**config.mk**
```make
export PLATFORM = sky130hd
export DESIGN_NAME = ychg_scheduler
export DESIGN_NICKNAME = d
export VERILOG_FILES = /design/src/rtl/ychg_scheduler.sv
export SDC_FILE = /design/constraint.sdc
export NUM_CORES = 1
export LEC_CHECK = 0
export CAP_MARGIN = 25
export CORE_ASPECT_RATIO = 1.25
export CORE_MARGIN = 1
export CORE_UTILIZATION = 45
export CTS_CLUSTER_DIAMETER = 60
export DETAILED_ROUTE_END_ITERATION = 8
export PLACE_DENSITY = 0.67
export SLEW_MARGIN = 40
export SYNTH_ARGS = -nofsm -noshare
export SYNTH_HDL_FRONTEND = slang
export SYNTH_SLANG_ARGS = --single-unit
```
**constraint.sdc**
```tcl
create_clock -name clk -period 4.2 [get_ports clk]
set_input_delay 1.05 -clock clk [delete_from_list [all_inputs] [get_ports clk]]
set_output_delay 1.05 -clock clk [all_outputs]
set_load 0.05 [all_outputs]
```
**src/rtl/ychg_scheduler.sv**
```systemverilog
// Change-list scheduler: buffers (row, col, delta) records, issues them one at a time to the
// Y-update datapath with timeout supervision, and arbitrates the shared Y SRAM read port.
module ychg_scheduler #(
    parameter int unsigned DEPTH   = 4,
    parameter int unsigned TIMEOUT = 255
) (
    input  logic        clk,
    input  logic        rst_n,
    // Change-record input
    input  logic        chg_valid,
    output logic        chg_ready,
    input  logic [15:0] chg_row,
    input  logic [15:0] chg_col,
    input  logic [23:0] chg_real,
    input  logic [23:0] chg_img,
    input  logic        chg_last,
    // Update controller/datapath
    output logic        upd_start,
    output logic [15:0] upd_row,
    output logic [15:0] upd_col,
    output logic [23:0] upd_real,
    output logic [23:0] upd_img,
    input  logic        upd_done,
    // Y SRAM read-port arbitration
    input  logic        um_req,
    input  logic [10:0] um_addr,
    output logic        um_gnt,
    input  logic        rd_req,
    input  logic [10:0] rd_addr,
    output logic        rd_gnt,
    output logic        mem_en,
    output logic [10:0] mem_addr,
    // Status
    output logic        busy,
    output logic        list_done,
    output logic        err_timeout,
    output logic [2:0]  fifo_count
);

    localparam int unsigned PtrW       = (DEPTH > 1) ? $clog2(DEPTH) : 1;
    localparam logic [7:0]  TimeoutVal = 8'(TIMEOUT);
    localparam logic [2:0]  DepthVal   = 3'(DEPTH);

    typedef struct packed {
        logic [15:0] row;
        logic [15:0] col;
        logic [23:0] re;
        logic [23:0] im;
        logic        last;
    } ChgRec;

    typedef enum logic [1:0] {StIdle, StIssue, StWait} state_e;

    state_e            stateQ, stateD;
    logic [7:0]        cntQ, cntD;
    logic [2:0]        countQ, countD;
    logic [PtrW-1:0]   wrPtrQ, rdPtrQ;
    ChgRec             fifoMem [DEPTH];
    ChgRec             headRec;
    logic              lastQ;
    logic              listDoneQ;
    logic              errQ;
    logic              prioQ;
    logic              push, pop;
    logic              fifoEmpty;
    logic              doneAccept, timeoutHit;

    assign fifoEmpty = (countQ == 3'd0);
    assign chg_ready = (countQ < DepthVal);
    assign push      = chg_valid & chg_ready;
    assign headRec   = fifoMem[rdPtrQ];

    always_comb begin
        stateD     = stateQ;
        cntD       = cntQ;
        pop        = 1'b0;
        doneAccept = 1'b0;
        timeoutHit = 1'b0;
        unique case (stateQ)
            StIdle: begin
                if (!fifoEmpty) begin
                    pop    = 1'b1;
                    stateD = StIssue;
                end
            end
            StIssue: begin
                cntD   = 8'd0;
                stateD = StWait;
            end
            StWait: begin
                cntD = cntQ + 8'd1;
                // A done arriving on the same edge as the limit still completes normally
                if (upd_done) begin
                    doneAccept = 1'b1;
                    if (!fifoEmpty) begin
                        pop    = 1'b1;
                        stateD = StIssue;
                    end else begin
                        stateD = StIdle;
                    end
                end else if (cntD == TimeoutVal) begin
                    timeoutHit = 1'b1;
                    stateD     = StIdle;
                end
            end
            default: stateD = StIdle;
        endcase
    end

    always_comb begin
        countD = countQ;
        unique case ({push, pop})
            2'b10:   countD = countQ + 3'd1;
            2'b01:   countD = countQ - 3'd1;
            default: countD = countQ;
        endcase
    end

    always_ff @(posedge clk or negedge rst_n) begin
        if (!rst_n) begin
            stateQ    <= StIdle;
            cntQ      <= 8'd0;
            countQ    <= 3'd0;
            wrPtrQ    <= '0;
            rdPtrQ    <= '0;
            listDoneQ <= 1'b0;
            errQ      <= 1'b0;
            lastQ     <= 1'b0;
            upd_row   <= 16'd0;
            upd_col   <= 16'd0;
            upd_real  <= 24'd0;
            upd_img   <= 24'd0;
        end else begin
            stateQ    <= stateD;
            cntQ      <= cntD;
            countQ    <= countD;
            listDoneQ <= doneAccept & lastQ;
            errQ      <= errQ | timeoutHit;
            if (push) begin
                wrPtrQ <= wrPtrQ + PtrW'(1);
            end
            if (pop) begin
                rdPtrQ   <= rdPtrQ + PtrW'(1);
                lastQ    <= headRec.last;
                upd_row  <= headRec.row;
                upd_col  <= headRec.col;
                upd_real <= headRec.re;
                upd_img  <= headRec.im;
            end
        end
    end

    // Storage needs no reset: an entry is only read after it has been written
    always_ff @(posedge clk) begin
        if (push) begin
            fifoMem[wrPtrQ] <= '{row: chg_row, col: chg_col, re: chg_real, im: chg_img,
                                 last: chg_last};
        end
    end

    assign upd_start   = (stateQ == StIssue);
    assign busy        = (stateQ != StIdle) | ~fifoEmpty;
    assign list_done   = listDoneQ;
    assign err_timeout = errQ;
    assign fifo_count  = countQ;

    // prio names the side that wins the next contended cycle (0: update engine)
    assign um_gnt   = um_req & (~rd_req | ~prioQ);
    assign rd_gnt   = rd_req & (~um_req | prioQ);
    assign mem_en   = um_gnt | rd_gnt;
    assign mem_addr = um_gnt ? um_addr : (rd_gnt ? rd_addr : 11'd0);

    always_ff @(posedge clk or negedge rst_n) begin
        if (!rst_n) begin
            prioQ <= 1'b0;
        end else if (um_req & rd_req) begin
            prioQ <= ~prioQ;
        end
    end

endmodule
```
=== Word-level counts from Yosys, hierarchy flattened ===
Memory sizes are Yosys's and may differ from the RTL's. A register that Yosys moved wholly into a read port is not among the register bits.
Cells that the tools add are included.

* Add/sub/neg operators: 5
* Magnitude comparators: 1
* Equal/unequal tests: 7
* Muxes and demuxes: 19
* Bitwise operators: 14
* Reduce and logical (&&, ||, !) cells: 7

{| class="wikitable"
|+ Operators with widths
! kind !! count
|-
| two-way mux 11 bit || 2
|-
| case mux 8 bit (2 select lines) || 1
|-
| two-way mux 1 bit || 10
|-
| adder 8 x 1 -> 8 bit, second input constant || 1
|-
| equality test 8 bit, second input constant || 1
|-
| two-way mux 2 bit || 3
|-
| case mux 2 bit (3 select lines) || 1
|-
| case mux 3 bit (2 select lines) || 1
|-
| nonzero test 2 bit || 3
|-
| bitwise AND 1 bit || 5
|-
| OR 1 bit || 5
|-
| adder 2 x 1 -> 2 bit, second input constant || 2
|-
| equality test 2 x 1 -> 1 bit, second input constant || 2
|-
| equality test 2 bit, second input constant || 2
|-
| inverter 1 bit || 4
|-
| adder 3 x 1 -> 3 bit, second input constant || 1
|-
| zero test 3 bit || 1
|-
| < comparator 3 bit, second input constant || 1
|-
| != test 3 bit, second input constant || 1
|-
| subtractor 3 x 1 -> 3 bit, second input constant || 1
|-
| zero test 2 bit || 1
|-
| != test 2 bit, second input constant || 1
|-
| case mux 1 bit (2 select lines) || 1
|-
| AND reduction 2 bit || 1
|-
| zero test 1 bit || 1
|}

* Bits in registers: 20
* Bits in writable memories: 324
* Input bits: 109
* Output and inout bits: 102
* Memories kept: 1

{| class="wikitable"
|+ Memory list
! memory !! words !! width !! read ports !! clocked after memory_dff !! write ports !! RTL line !! source
|-
| fifoMem || 4 || 81 || 1 || 1 || 1 || 58 || <nowiki>ChgRec fifoMem [DEPTH];</nowiki>
|}

=== Longest topological paths before layout ===
Gate-level depths: netlist (run 1).

* Depth in word-level cells: 6
* Mapped depth: 12

=== Worst setup path after synthesis (run 1) ===
Ideal clock, no wire load.

* Path kind: input to register
* From: in chg_valid
* To: mem fifoMem[0][0] (netlist bit) (enable)
* Setup time: 0.448 ns
* Arrival time: 3.314 ns
* Data required time: 3.752 ns
* Slack: 0.438 ns
* Cell stages on the path: 3
* Path through: nor2b_1 clkbuf_1 and2_1

* Word-level cells in the longest chain between the ends: 3

{| class="wikitable"
|+ Ends and longest elaborated chain
! what !! RTL line !! source
|-
| from (decl) || 10 || <nowiki>input logic chg_valid,</nowiki>
|-
| bitwise AND 1 bit || 70 || <nowiki>assign push = chg_valid & chg_ready;</nowiki>
|-
| two-way mux 1 bit || 155 || <nowiki>if (push) begin</nowiki>
|-
| two-way mux 1 bit (not written as such) || 156 || <nowiki>fifoMem[wrPtrQ] <= '{row: chg_row, col: chg_col, re: chg_real, im: chg_img,</nowiki>
|-
| to (decl) || 58 ||
|}

Every way passes these cells.

=== Final worst setup path (run 1) ===
* From: in rd_req
* To: out mem_en

* Word-level cells in the longest chain between the ends: 4
* Elaborated cells on any way between the ends: 5
* Those cells by class: 5 x bitwise

{| class="wikitable"
|+ Ends and longest elaborated chain
! what !! RTL line !! source
|-
| from (decl) || 28 || <nowiki>input logic rd_req,</nowiki>
|-
| inverter 1 bit || 168 || <nowiki>assign um_gnt = um_req & (~rd_req | ~prioQ);</nowiki>
|-
| OR 1 bit || 168 ||
|-
| bitwise AND 1 bit || 168 ||
|-
| OR 1 bit (*) || 170 || <nowiki>assign mem_en = um_gnt | rd_gnt;</nowiki>
|-
| to (decl) || 31 || <nowiki>output logic mem_en,</nowiki>
|}

Mark *: on every way between the ends. The rest lies on a longest branch, timed or not.

==> results of run 1 <==
## cell usage after synthesis
| library cell | n | area [sq um] |
|---|---|---|
| inv_1 | 20 | 75.1 |
| nand3b_1 | 2 | 15.0 |
| or3_4 | 1 | 11.3 |
| a21o_1 | 1 | 7.51 |
| a211oi_1 | 1 | 7.51 |
| xnor2_1 | 7 | 61.3 |
| xor2_1 | 2 | 17.5 |
| o31ai_1 | 2 | 15.0 |
| and3_1 | 1 | 6.26 |
| o22ai_1 | 5 | 31.3 |
| o32ai_1 | 1 | 8.76 |
| clkbuf_2 | 1 | 5.00 |
| buf_4 | 5 | 37.5 |
| nand3_2 | 1 | 10.0 |
| o21ai_0 | 7 | 35.0 |
| a22o_1 | 11 | 96.3 |
| nand3_1 | 2 | 10.0 |
| nor2_1 | 3 | 11.3 |
| buf_2 | 12 | 60.1 |
| ha_1 | 11 | 138 |
| o211ai_1 | 1 | 7.51 |
| mux2i_1 | 4 | 40.0 |
| mux4_2 | 81 | 1820 |
| nor3_1 | 2 | 10.0 |
| edfxtp_1 | 324 | 9730 |
| fa_1 | 1 | 20.0 |
| a21boi_0 | 2 | 15.0 |
| mux2_2 | 82 | 923 |
| clkbuf_1 | 11 | 41.3 |
| nand2_1 | 11 | 41.3 |
| nor3b_1 | 3 | 22.5 |
| a21oi_1 | 4 | 20.0 |
| or3_1 | 1 | 6.26 |
| and2_1 | 5 | 31.3 |
| dfrtp_1 | 101 | 2530 |
| o21a_1 | 1 | 7.51 |
| and3b_2 | 1 | 10.0 |
| a2111oi_4 | 1 | 27.5 |
| or2_2 | 1 | 6.26 |
| clkbuf_8 | 1 | 13.8 |
| buf_1 | 2 | 7.51 |
| nor2b_1 | 4 | 25.0 |
## worst max-delay path by stage
stage | from | slack [ns] | to
after floorplan | chg_valid | 0.44 | fifoMem[0][0]$_DFFE_PP_
after global placement | rd_req | 0.65 | mem_en
after detailed placement | rd_req | 0.65 | mem_en
after CTS | fifo_count[0]$_DFFE_PN0P_ | 0.63 | busy
after global routing | fifo_count[0]$_DFFE_PN0P_ | 0.55 | busy
final | rd_req | 0.64 | mem_en
## power breakdown
part / switching [uW] / total, uW / internal, uW
Clock: 1540 / 3920 / 2380
Sequential: 496 / 6010 / 5510
Combinational: 3280 / 5880 / 2600
Total: 5320 / 15800 / 10500
## routing by layer
| layer | vias to the layer above | part of all wire |
|---|---|---|
| met5 | - | 0.0011 |
| met3 | 48 | 0.063 |
| met1 | 3988 | 0.39 |
| met2 | 199 | 0.52 |
| met4 | 6 | 0.018 |
| li1 | 3460 | - |
## flip-flops by register name, summed over array words and instances, names as in the netlist, 2 cells and up
register / flops
upd_col: 16
fifoMem: 324
upd_real: 24
stateQ: 2
fifo_count: 3
rdPtrQ: 2
wrPtrQ: 2
upd_img: 24
upd_row: 16
cntQ: 8
## cell type report
type | count | area share
multi-input cells | 263 | 0.173
inverters | 20 | 0.00368
flip-flops and latches | 425 | 0.602
well taps | 468 | 0.0287
repair buffers | 227 | 0.120
clock buffers | 51 | 0.0578
clock inverters | 28 | 0.0147
## stage by stage
stage               std cells  power [uW]  utilization  hold WS (ns)  setup slack [ns]
finish                   1482       15800        0.586         0.470             0.645
detailed placement       1403       12100        0.543         0.460             0.648
global route             1482       16500        0.586         0.496             0.554
floorplan                 740       10200            -         0.461             0.438
CTS                      1482       16100        0.586         0.475             0.632
global placement         1403       12000        0.543         0.445             0.655
## cells by family (layout without fill, tap and decap cells)
kind of cell / count (synthesis) / after routing / synth area share
fa+ha+maj: 12 / 12 / 0.00984
simple gates: 38 / 38 / 0.0135
flops: 425 / 425 / 0.765
compound gates: 37 / 37 / 0.0174
buf+inv: 52 / 326 / 0.0150
xor+xnor: 9 / 9 / 0.00492
mux: 167 / 167 / 0.174
## worst reg2reg max path, cell delays in order, from the launching register on
cell,delay [ns]
dfrtp_1,0.42
inv_1,0.10
ha_1,0.33
a21oi_1,0.18
nor2_4,0.15
ha_1,0.20
inv_1,0.06
fa_1,0.37
xor2_1,0.15
nor2_1,0.11
xnor2_1,0.13
==> impl_summary.txt, run 1 <==
----------------------------------------------------
[Outcome]
  Status ... finished clean

[Yosys]
  Cell count after synthesis ... 740
  Yosys warning count ... 0
  Post-synthesis area per instance ... 21.6 sq um
  Portion of the post-synthesis area used by sequential elements ... 0.765
  Netlist area before placement ... 16000 sq um
  Number of synthesized register bits ... 425
  Distinct cell type count after synthesis ... 42
  Synthesized Nets ... 861

[Worst setup path]
  Startpoint of the most critical register-to-register path ... stateQ[0]$_DFFE_PN0P_
  Cell breakdown of the critical path ... clkdlybuf4s50_1 > or2_2 > clkdlybuf4s50_1
  Number of cells on the critical path ... 3
  Largest fanout of any net on the critical path ... 4
  Reg2Reg Setup Slack ... 1.94 ns
  Crit path max-delay family ... buffers and inverters
  Endpoint arrival time on the critical path ... 2.51 ns
  Cell with the most instances on the worst path ... clkdlybuf4s50_1
  Data required time at the worst endpoint ... 3.15 ns
  Crit path capture type ... output port
  Crit path launch type ... input port
  Startpoint-to-endpoint class of the critical path ... in2out
  Critical Path Slowest Stage Cell ... clkdlybuf4s50_1
  Maximum cell stage delay along the critical path ... 0.70 ns
  Number of buffer and inverter instances along the worst setup path ... 2
  Destination of the worst register-to-register timing path ... fifo_count[2]$_DFFE_PN0P_
  Number of cell instances on the worst register-to-register path ... 10

[Detailed routing]
  Final routed wire length divided by cell count ... 20.6 um
  Initial detailed-routing violation count ... 355
  Total wirelength of the detailed-routed design ... 30500 um
  Total iterations of the first detailed-routing run ... 6
  Number of vias in the routed layout ... 7701
  Number of DRC violations after detailed routing ... 0
  Via-to-Cell Ratio ... 5.20
  Remaining antenna violation count ... 0

[Place]
  I/O Buffers ... 210
  Placed wire-length estimate after detailed placement ... 18200 um
  Post-detailed-placement cell area ... 18900 sq um
  Placer congestion estimate ... 0.737

[STA]
  Pin slew with the least headroom to its limit ... 0.762 ns
  Fmax achieved ... 0.281 GHz
  Shortest clock period the worst path allows after layout ... 3.56 ns
  Hold violation count in the final report ... 0
  RSZ-0062 raised after global routing ... false
  Final period util ... 0.847
  Slew Viols, Final ... 0
  Worst max-slew margin expressed relative to the limit ... 0.492
  Count of endpoints failing setup in the final report ... 0
  Layout Skew ... 0.0142 ns
  Total negative slack for setup checks ... 0 ns

[Finish]
  Layout fillers ... 2628
  Final antenna diode count ... 0
  Most frequent standard cell in the layout excluding fill and tap cells ... edfxtp_1
  Layout area overhead ... 27.3%
  Total area of multi-input combinational cells ... 3540 sq um
  Proportion of layout cells with a drive suffix above 1 ... 0.272
  Count of nets after finishing ... 1101
  Most frequent cells in the layout ... edfxtp_1 (324), clkdlybuf4s50_1 (196), dfrtp_1 (99), mux2_2 (82), mux4_2 (81)
  Final design instance area without fill ... 20400 sq um
  Sequential cell area ... 12300 sq um

[Global routing]
  Antenna violations before repair ... 3
  Layer carrying the most global-route usage ... met2
  Vias in the first global route ... 8313
  Fraction of met3 tracks used by global routing ... 0.0452
  Met2 track utilization from global routing ... 0.312
  Total routing resource utilization after global routing ... 0.175
  Remaining global-route overflow ... 0
  Largest net degree at the start of global routing ... 85
  Global routing met1 resource utilization ... 0.208
  Wire length of the first global-routing pass ... 47100 um

[Floorplan]
  Effective utilization at floorplan ... 0.460
  Placeable core region ... 34800 sq um
  Total number of placement rows ... 76
  Die span in y ... 213 um
  I/O Pins ... 211
  Floorplan die width ... 171 um
  Die area ... 36400 sq um

[Power and ir drop]
  Worst IR drop on VDD ... 540 uV
  Power density of the placed cells ... 775 nW/um^2
  Leakage power summed over all cells ... 0.00706 uW

[Clocking]
  H-tree level count ... 2
  Clk root buf ... clkbuf_16
  TritonCTS clock tree ... done
  Clock transition time at the flip-flop clock pins of the worst setup and hold paths ... 0.06 ns
  Max Buffers Root-to-Sink ... 3
  # clock sinks ... 425
  Post-cts gate resize count ... 0
  Number of buffers inserted to repair setup after CTS ... 0
  Clock insertion delay at the later pin of the skew report ... 0.53 ns
  Number of buffers added by the clock tree synthesis step ... 43
  Hold-fix buffers at CTS ... 0

[Job]
  Max-Cap Viols ... 0

[Min path]
  Type of the worst min-delay path ... in2async

----------------------------------------------------
Note: power is estimated with default switching activity, not from simulation.
==> inputs of run 2 (changes only) <==
Settings changed: PLACE_DENSITY 0.67 to 0.7.
Clock period 4.2 ns to 3.14 ns, I/O delays scaled along.
==> run 2 against run 1 <==
  * Critical path depth up 1
  * Sequential share of layout area about the same
  * Worst hold slack got worse by 0.13 ns
  * Critical endpoint is now busy
==> impl_summary.txt, run 2 (synthesis results as in run 1) <==
----------------------------------------------------
[Outcome]
  Status ... finished clean

[Finish]
  Most frequent standard cell in the layout excluding fill and tap cells ... edfxtp_1
  Most frequent cells in the layout ... edfxtp_1 (324), clkdlybuf4s50_1 (194), dfrtp_1 (99), mux2_2 (82), mux4_2 (81)
  Most flop-heavy register ... fifoMem
  Proportion of layout cells with a drive suffix above 1 ... 0.266 (-0.00644)
  Layout area overhead ... 27.2% (about the same)
  Final core area utilization ... 0.585 (about the same)
  Largest regs ... fifoMem (324), upd_img (24), upd_real (24)
  Layout fillers ... 2613 (-0.57%)
  Count of nets after finishing ... 1103 (+0.18%)
  Final design instance area without fill ... 20400 sq um (about the same)
  Number of flip-flops in the largest register ... 324 (unchanged)

[Detailed routing]
  Total wirelength of the detailed-routed design ... 30800 um (+1.2%)
  Number of DRC violations after detailed routing ... 0 (unchanged)
  Remaining antenna violation count ... 0 (unchanged)
  Via-to-Cell Ratio ... 5.28 (+1.5%)
  Total iterations of the first detailed-routing run ... 4 (-2)
  Number of vias in the routed layout ... 7840 (+1.8%)
  Final routed wire length divided by cell count ... 20.7 um (+0.94%)
  Initial detailed-routing violation count ... 425 (+20%)

[Global routing]
  Vias in the first global route ... 8480 (+2.0%)
  Remaining global-route overflow ... 0 (unchanged)
  Total routing resource utilization after global routing ... 0.178 (+0.00290)
  Largest net degree at the start of global routing ... 102 (+20%)
  Wire length of the first global-routing pass ... 48200 um (+2.2%)
  Antenna violations before repair ... 1 (-2)

[STA]
  Pin slew with the least headroom to its limit ... 0.668 ns (-0.0934 ns)
  Slew Viols, Final ... 0 (unchanged)
  Fmax achieved ... 0.346 GHz
  Worst max-slew margin expressed relative to the limit ... 0.554 (+0.0623)
  Layout Skew ... 0.00867 ns (-0.00554 ns)
  Total negative slack for setup checks ... 0 ns (unchanged)
  Shortest clock period the worst path allows after layout ... 2.89 ns
  Count of endpoints failing setup in the final report ... 0 (unchanged)
  Hold violation count in the final report ... 0 (unchanged)
  RSZ-0062 raised after global routing ... false
  Final period util ... 0.922

[Power and ir drop]
  Sequential power share ... 0.386 (+0.006)
  Worst IR drop on VDD ... 724 uV (+34%)
  Power density of the placed cells ... 1020 nW/um^2 (+32%)
  Clock power frac ... 0.230 (-0.018)
  Leakage power summed over all cells ... 0.00703 uW (-0.48%)
  Share of total power in combinational logic ... 0.384 (+0.012)
  Switching part of the total power ... 0.340 (+0.00384)
  Internal power contribution ... 13700 uW (+31%)
  Post-layout total power ... 20800 uW (+32%)
  Switching power summed over all nets ... 7080 uW (+33%)

[Clocking]
  TritonCTS clock tree ... done
  Max Buffers Root-to-Sink ... 3 (unchanged)
  Clk root buf ... clkbuf_16
  Number of buffers added by the clock tree synthesis step ... 42 (-2.3%)
  Hold-fix buffers at CTS ... 0 (unchanged)
  Clock insertion delay at the later pin of the skew report ... 0.53 ns (about the same)
  Clock transition time at the flip-flop clock pins of the worst setup and hold paths ... 0.06 ns (about the same)
  Number of buffers inserted to repair setup after CTS ... 0 (unchanged)
  Post-cts gate resize count ... 1 (+1)
  H-tree level count ... 2 (unchanged)
  # clock sinks ... 425 (unchanged)

[Worst setup path]
  Reg2Reg Setup Slack ... 0.89 ns (-1.05 ns)
  Startpoint of the most critical register-to-register path ... stateQ[0]$_DFFE_PN0P_
  Critical Path Slowest Stage Cell ... dlygate4sd2_1
  Crit path launch type ... flip-flop
  Number of cell instances on the worst register-to-register path ... 10 (unchanged)
  Cell breakdown of the critical path ... nor3_1 > and2_1 > inv_1 > dlygate4sd2_1
  Destination of the worst register-to-register timing path ... fifo_count[2]$_DFFE_PN0P_
  Startpoint-to-endpoint class of the critical path ... reg2out
  Largest fanout of any net on the critical path ... 4 (unchanged)
  CP startpoint ... fifo_count[0]$_DFFE_PN0P_
  Endpoint arrival time on the critical path ... 2.11 ns (-0.40 ns)
  Data required time at the worst endpoint ... 2.35 ns (-0.80 ns)
  Crit path max-delay family ... simple AND/OR/NAND/NOR gates
  Number of buffer and inverter instances along the worst setup path ... 2 (unchanged)
  Maximum cell stage delay along the critical path ... 0.43 ns (-0.27 ns)
  Crit path capture type ... output port

[Place]
  Post-detailed-placement cell area ... 19000 sq um (+0.64%)
  I/O Buffers ... 210 (unchanged)
  Placer congestion estimate ... 0.731 (-0.84%)
  Placed wire-length estimate after detailed placement ... 18100 um (-0.55%)

[Floorplan]
  Die span in y ... 213 um (unchanged)
  Die area ... 36400 sq um (unchanged)
  Effective utilization at floorplan ... 0.460 (unchanged)
  Floorplan die width ... 171 um (unchanged)
  I/O Pins ... 211 (unchanged)
  Total number of placement rows ... 76 (unchanged)
  Placeable core region ... 34800 sq um (unchanged)

[Job]
  Max-Cap Viols ... 0 (unchanged)

[Min path]
  Type of the worst min-delay path ... in2async

----------------------------------------------------
[run 2: worst max-delay path by stage]
| stage | endpoint | slack (ns) | depth (start not counted) |
|---|---|---|---|
| 3_5_place_dp | mem_addr[1] | 0.25 | 5 |
| 5_1_grt | busy | 0.13 | 4 |
| 6_report | busy | 0.25 | 4 |
| 4_1_cts | busy | 0.19 | 4 |
| 3_3_place_gp | mem_addr[1] | 0.28 | 5 |
| 2_1_floorplan | mem_addr[1] | 0.08 | 3 |
[run 2: power by group through the flow]
stage / registers, uW / clock network, uW / logic, uW
global placement: 8110 / 0 / 8010
detailed placement: 8160 / 0 / 8130
CTS: 8070 / 4910 / 8140
floorplan: 9810 / 0 / 3780
global route: 8190 / 5120 / 8470
finish: 8020 / 4780 / 8000
[run 2: through the flow]
step                      instances  hold slack (ns)  setup WS (ns)
after detailed placement       1406            0.475          0.251
final                          1486            0.341          0.246
after global placement         1406            0.456          0.279
after CTS                      1484            0.376          0.191
after floorplan                 740            0.461         0.0839
after global routing           1484            0.397          0.125
[run 2: metal layers]
layer | global-route usage | wire length (um) | up-vias
met5 | 0 | 0 | -
met4 | 0.0503 | 547 | 0
met3 | 0.0452 | 1830 | 45
met2 | 0.317 | 16100 | 227
met1 | 0.213 | 12400 | 4101
li1 | - | - | 3467
[run 2: layout make-up]
type                       instances  area (sq um)  share of cell area
antenna                            2          5.00            0.000246
clock buffer                      62          1230              0.0604
clock inverter                    16           113             0.00553
inverter                          20          75.1             0.00368
multi-input combinational        263          3540               0.174
sequential                       425         12300               0.602
tap                              468           586              0.0287
timing repair buffer             230          2560               0.126
==> inputs of run 3 (changes only) <==
Settings changed: SLEW_MARGIN 40 to 5.
==> results of run 3 <==
No change in the layout: final DEF, timing and power equal those of run 2.
